<file path="config.mk">
export PLATFORM = sky130hd
export DESIGN_NAME = pipe_vr
export DESIGN_NICKNAME = d
export VERILOG_FILES = /design/src/rtl/pipe_pkg.sv /design/src/rtl/pipe_vr_stage.sv /design/src/rtl/pipe_vr.sv
export SDC_FILE = /design/constraint.sdc
export NUM_CORES = 1
export LEC_CHECK = 0
export ABC_AREA = 1
export CAP_MARGIN = 20
export CORE_ASPECT_RATIO = 1.25
export CORE_MARGIN = 4
export CORE_UTILIZATION = 49
export CTS_BUF_LIST = sky130_fd_sc_hd__clkbuf_4 sky130_fd_sc_hd__clkbuf_8
export CTS_CLUSTER_DIAMETER = 200
export DETAILED_ROUTE_END_ITERATION = 7
export PLACE_DENSITY = 0.86
export SLEW_MARGIN = 20
export SYNTH_ARGS = -nofsm -noshare
export SYNTH_HDL_FRONTEND = slang
export SYNTH_HIERARCHICAL = 1
export SYNTH_SLANG_ARGS = --single-unit
</file>
<file path="constraint.sdc">
create_clock -name clk -period 1.45 [get_ports clk]
set_input_delay 0.145 -clock clk [delete_from_list [all_inputs] [get_ports clk]]
set_output_delay 0.145 -clock clk [all_outputs]
set_load 0.02 [all_outputs]
</file>
<file path="src/rtl/pipe_pkg.sv">
// Shared constants and helpers for the pipe_vr valid/ready pipeline.
package pipe_pkg;

    localparam int MIN_N = 1;

    function automatic int cnt_w(input int n);
        return $clog2(n + 1);
    endfunction

endpackage

</file>
<file path="src/rtl/pipe_vr_stage.sv">
// One pipeline slice: a valid flop plus a payload register that only loads on a real transfer.
module pipe_vr_stage #(
    parameter int           W    = 8,
    parameter logic [W-1:0] INIT = '0
) (
    input  logic         clk,
    input  logic         arst,
    input  logic         clr,
    input  logic         en,
    input  logic         v_nxt,
    input  logic         ld,
    input  logic [W-1:0] d_nxt,
    output logic         v,
    output logic [W-1:0] d
);

    always_ff @(posedge clk or posedge arst) begin
        if (arst) begin
            v <= 1'b0;
        end else if (clr) begin
            v <= 1'b0;
        end else if (en) begin
            v <= v_nxt;
        end
    end

    // Payload holds across bubbles so the output does not toggle when empty.
    always_ff @(posedge clk or posedge arst) begin
        if (arst) begin
            d <= INIT;
        end else if (ld) begin
            d <= d_nxt;
        end
    end

endmodule

</file>
<file path="src/rtl/pipe_vr.sv">
// N-stage valid/ready register pipeline with bubble collapse, synchronous flush and occupancy count.
module pipe_vr
    import pipe_pkg::*;
#(
    parameter int           W     = 8,
    parameter int           N     = 2,
    parameter logic [W-1:0] INIT  = '0,
    parameter int           CNT_W = cnt_w(N)
) (
    input  logic             clk,
    input  logic             arst,
    input  logic             flush,
    input  logic             in_vld,
    input  logic [W-1:0]     in_dat,
    output logic             in_rdy,
    output logic             out_vld,
    output logic [W-1:0]     out_dat,
    input  logic             out_rdy,
    output logic [CNT_W-1:0] occ
);

    if (N < MIN_N) begin : g_bad_n
        $error("pipe_vr: N must be at least 1");
    end

    logic [N-1:0] v;
    logic [N-1:0] free;
    logic [W-1:0] d [N];
    logic         in_xfer;
    logic         out_xfer;

    // A stage can take new contents when it is empty or its own contents move on.
    always_comb begin
        logic nxt_free;
        free     = '0;
        nxt_free = out_rdy;
        for (int i = N - 1; i >= 0; i--) begin
            free[i]  = ~v[i] | nxt_free;
            nxt_free = free[i];
        end
    end

    assign in_rdy   = free[0] & ~flush;
    assign in_xfer  = in_vld & in_rdy;
    assign out_xfer = v[N-1] & out_rdy & ~flush;
    assign out_vld  = v[N-1];
    assign out_dat  = d[N-1];

    for (genvar i = 0; i < N; i++) begin : g_stage
        logic         v_nxt;
        logic         ld;
        logic [W-1:0] d_nxt;

        if (i == 0) begin : g_head
            assign v_nxt = in_vld;
            assign d_nxt = in_dat;
        end else begin : g_body
            assign v_nxt = v[i-1];
            assign d_nxt = d[i-1];
        end

        assign ld = free[i] & v_nxt & ~flush;

        pipe_vr_stage #(
            .W    (W),
            .INIT (INIT)
        ) u_stage (
            .clk   (clk),
            .arst  (arst),
            .clr   (flush),
            .en    (free[i]),
            .v_nxt (v_nxt),
            .ld    (ld),
            .d_nxt (d_nxt),
            .v     (v[i]),
            .d     (d[i])
        );
    end

    always_ff @(posedge clk or posedge arst) begin
        if (arst) begin
            occ <= '0;
        end else if (flush) begin
            occ <= '0;
        end else begin
            case ({in_xfer, out_xfer})
                2'b10:   occ <= occ + CNT_W'(1);
                2'b01:   occ <= occ - CNT_W'(1);
                default: occ <= occ;
            endcase
        end
    end

    // Producer must hold a refused beat unchanged until it is taken.
    a_in_hold: assert property (@(posedge clk) disable iff (arst)
        (in_vld && !in_rdy && !flush) |=> (in_vld && $stable(in_dat)));

    a_occ_pop: assert property (@(posedge clk) disable iff (arst)
        occ == CNT_W'($countones(v)));

endmodule

</file>
# Word level (Yosys, flattened, before mapping)
# Index checks and enable logic that the tools add are counted.
# word_totals
output_inout_bits,12
inputBits,13
register_bits,20
# classes
reduce_logical,3
eq_ne,2
muxes,6
add_sub_neg,2
n_bitwise,13
# op_table
op,count
$and A1 B1 Y1,8
$mux W1,4
$pmux W2 S2,1
$reduce_bool A2 Y1,2
$not A1 Y1,3
$reduce_bool A3 Y1,1
$add A2 B1 Y2 const B,1
$eq A2 B1 Y1 const B,1
$eq A2 B2 Y1 const B,1
$mux W2,1
$or A1 B1 Y1,2
$sub A2 B1 Y2 const B,1

# Depth between registers and ports, before layout
# depth
ltp_word,8
depth_mapped,8
mapped_depth_nobuf,8

# By module
# The synthesis kept the hierarchy.
# modules_own_cells
module,n_inst,area_per_inst_um2,cells_per_inst
pipe_vr_stage,2,360.3,40
pipe_vr,1,201.4,32

# Worst setup path after synthesis
# OpenSTA, ideal clock, no wires.
# synth_timing
kind,register to register
from,register g_stage[1].u_stage.v
to,register g_stage[0].u_stage.d[0]
t_arrival_ps,1086
path_slack_ps,238
path_stages_with_launch,7
path_buffers,1
cell_sequence,dfrtp_1 nand3_2 nand3_2 inv_1 buf_6 nand2_1 o21ai_0
# synth_between
elab_chain_cells,5
# synth_lines
item,line_no,text
from (decl),pipe_vr_stage.sv:13,"output logic v,"
from (signal assigned),pipe_vr_stage.sv:23,v <= v_nxt;
$not A1 Y1,pipe_vr.sv:38,free[i] = ~v[i] | nxt_free;
$or A1 B1 Y1 (2 in a row),pipe_vr.sv:38,
net free[0],pipe_vr.sv:27,logic [N-1:0] free;
$and A1 B1 Y1 (2 in a row),pipe_vr.sv:62,assign ld = free[i] & v_nxt & ~flush;
net g_stage[0].ld,pipe_vr.sv:51,logic ld;
to (signal assigned),pipe_vr_stage.sv:32,d <= d_nxt;
to (decl),pipe_vr_stage.sv:14,output logic [W-1:0] d
# The timed path passes the listed nets, and every way through them passes these cells.
# A chain may end at the register's enable or synchronous reset.

# Worst setup path in the final report
# layout_timing
from,register g_stage[1].u_stage.d[4]
to,output out_dat[4]
# layout_lines
item,line_no,text
from (decl),pipe_vr_stage.sv:14,
from (signal assigned),pipe_vr_stage.sv:32,
to (decl),pipe_vr.sv:17,"output logic [W-1:0] out_dat,"
# No word-level cell between the ends.

==> metrics <==
initial antenna violation count=0; outcome=completed; most frequent cells after synthesis=29 x sky130_fd_sc_hd__nand2_1, 27 x sky130_fd_sc_hd__inv_1, 20 x sky130_fd_sc_hd__dfrtp_1; signed area change from the synthesized netlist to the final layout=35.0%; stage delay of the slowest cell on the critical path=0.60 ns; Bufs and invs on worst path=1; FFs w/ async S/R, synth=100%; Yosys warnings=6; Core Box Area=1790 um^2; beginning of the worst register-to-register path=g_stage[1].u_stage/v; Max Buffers Root-to-Sink=2; NumNets Final=158; Slew HR=77.6%; Crit-path slowest cell=sky130_fd_sc_hd__clkdlybuf4s50_1; unique cell type count in the Yosys netlist=16; internal cell power=902 uW; cell area after layout=1240 um^2; critical path launch point=g_stage[1].u_stage/d[4]; xor/xnor share of the synthesized area=0.950%; slew at the pin closest to its max-slew limit=0.336 ns; peak clock frequency supported by timing=717 MHz; P per Cell Area=1020 nW/um^2; Die Width=46.8 um; total length of routed wires=1.61 mm; count of H-tree levels built during CTS=1; Sequential Power Share=53.8%; final weighted congestion in routability-driven placement=0.732; initial core utilization=51.6%; cell count after synthesis=112; number of diodes=0; combinational family with the most area after synthesis=simple AND/OR/NAND/NOR gates; series of cell instances along the critical path=clkdlybuf4s50_1; fraction of the yosys area taken by sequential cells=54.3%; fin crit period=1.40 ns; clock buffer count from CTS=3; synthesized-area fraction occupied by adder cells=0%; fraction of synthesized area in multiplexers=0%; Global Route met1 Usage=19.4%; syn avg cell area=8.23 um^2; required time of the critical path=1.31 ns; endpoint of the most critical register-to-register path=occ[0]; share of cells above drive strength 1=10.5%; number of fillers in the final layout=144; worst-case clock skew=0.00241 ns; Critical Path AT=1.25 ns; most numerous cell in the Yosys netlist=sky130_fd_sc_hd__nand2_1; clock insertion delay at the later pin of the skew report=0.29 ns; met2 Usage GRT=20.2%; cells on worst reg2reg path=8; critical path fanouts, max=2; clock input transition at the sequential cells of the worst setup and hold paths=0.10 ns; Synth Net Count=125; final worst path period share=96.2%; Final Hold Violating Endpoints=0; critical path capture point=out_dat[4]; Worst IR Drop VDD=0.711 mV; simple logic cell fraction of the synthesized area=20.6%; DR WL/cell=9.94 um; placed cell count=159; final standard cell count with taps included and fillers excluded=162; floorplan die height=56.5 um; Area contributors post-synth=sky130_fd_sc_hd__dfrtp_1 54%, sky130_fd_sc_hd__nand2_1 12%, sky130_fd_sc_hd__inv_1 11%, sky130_fd_sc_hd__o21ai_0 8.7%, sky130_fd_sc_hd__buf_6 2.4%; placed inst area=1220 um^2; leakage power=0.656 nW; EDFF count, synth=0; clk sinks=20; number of failing setup endpoints in the final timing report=0; part of the total power dissipated in combinational logic=27.0%; remaining global-route overflow=0; drt via density=4.50; number of max-slew violations in the final report=0; main flop type after synthesis=sky130_fd_sc_hd__dfrtp_1; setup repair after global routing missed its margin=no; switching fraction of total power=28.9%; remaining routing DRC violations=0; aggregate global-route resource usage=14.1%; total net switching power=368 uW; busiest metal layer after global routing=met2; post-route setup TNS=0 ns; met3 global-route usage=3.53%; total of buffers placed on input and output ports=24; worst hold slack across all endpoints=0.0657 ns; share of the synthesized area in compound gates (AO/OA/AOI/OAI)=10.3%; CTS tree=built; first-pass GRT wire length=2.77 mm; row cnt=17; vias in the first global route=680; type of the tightest min-delay check=in2async; CP top delay family=buffers and inverters; number of DRC violations after detailed-routing iteration 0=8; worst slack, placed=-0.138 ns; Synth Register Bits=20; buffer cell driving the clock tree root=sky130_fd_sc_hd__clkbuf_4; top-level I/O count=25; drt first pass iters=4; kind of end point of the critical path=output pin; Worst path depth=1; Worst Setup Start Kind=flip-flop; library cell occupying the most area in the post-synthesis netlist=sky130_fd_sc_hd__dfrtp_1; Clk network pwr share=19.2%; startpoint-to-endpoint class of the critical path=reg2out; final worst-path setup slack=0.0546 ns; placed wire-length estimate after detailed placement=1.26 mm; setup slack of the worst register-to-register path=0.21 ns; largest net degree at the start of global routing=17; via count=729; # Max-Cap Violations=0; remaining antenna violation count after routing=0; share of Yosys cell area claimed by the top area cell type=54.3%; die area=2640 um^2; cell area after synthesis=922 um^2
## placed cells by master, fill, tap and decap left out
cell type and count:
sky130_fd_sc_hd__buf_4 5, sky130_fd_sc_hd__inv_1 27, sky130_fd_sc_hd__clkdlybuf4s50_1 18, sky130_fd_sc_hd__dlymetal6s2s_1 2, sky130_fd_sc_hd__dfrtp_1 20, sky130_fd_sc_hd__a21oi_2 1
sky130_fd_sc_hd__nand3_1 4, sky130_fd_sc_hd__nand3b_1 1, sky130_fd_sc_hd__clkbuf_4 3, sky130_fd_sc_hd__nor2_2 1, sky130_fd_sc_hd__inv_2 1, sky130_fd_sc_hd__dlygate4sd2_1 3
sky130_fd_sc_hd__xor2_1 1, sky130_fd_sc_hd__clkdlybuf4s15_1 1, sky130_fd_sc_hd__nand2_1 29, sky130_fd_sc_hd__nand3_2 2, sky130_fd_sc_hd__buf_12 1, sky130_fd_sc_hd__nor2_1 4
sky130_fd_sc_hd__nand4_1 1, sky130_fd_sc_hd__o21ai_0 16, sky130_fd_sc_hd__nand2_2 1, sky130_fd_sc_hd__a31oi_1 1
## sequential cells by signal (all words and copies together) (netlist names)
name,flops
g_stage.u_stage/v,2
g_stage.u_stage/d,16
occ,2
## cells by family (layout without fill, tap and decap cells)
family          count (synthesis)  count (layout)
xor+xnor                        1               1
flops                          20              20
simple gates                   43              43
compound gates                 18              18
buf+inv                        30              61
## layout make-up
class	count	area, um^2	share of cell area (%)
Sequential cell	20	500	40.2
Timing Repair Buffer	30	299	24.0
Clock buffer	3	22.5	1.81
Inverter	28	105	8.44
Tap cell	19	23.8	1.91
Multi-Input combinational cell	62	294	23.6
## repair_timing
item                                    4_1_cts  5_1_grt
gates resized for setup                       4        3
endpoints found under the setup margin        4        3
setup buffers                                 0        0
hold buffers                                  0        0
## how the worst min path moves through the flow
stage	from	to	slack (ns)	cells past startpoint
floorplan	arst	occ[0]	-0.11	1
global placement	arst	occ[0]	0.38	2
detailed placement	arst	occ[0]	0.38	2
CTS	arst	occ[0]	0.06	2
global route	arst	occ[0]	0.06	2
finish	arst	occ[0]	0.07	2
## per-stage QoR
step	util, %	power [mW]
final	69.7	1.27
after global routing	69.7	1.35
after CTS	69.3	1.29
after detailed placement	68.3	1.05
after global placement	68.3	1.03
after floorplan	-	0.862
## power groups by stage
stage,sequential [mW],combinational (mW),clock [mW]
floorplan,0.759,0.103,0
global placement,0.693,0.341,0
detailed placement,0.697,0.350,0
CTS,0.685,0.350,0.253
global route,0.695,0.378,0.279
finish,0.683,0.343,0.244
## metal layers
metal  share of wire (%)  vias up
li1                    -      398
met3                 5.5        2
met2                  48       14
met1                  46      315
met4                0.75        0
met5                   0        -
Power figures use the tool's default switching activity.
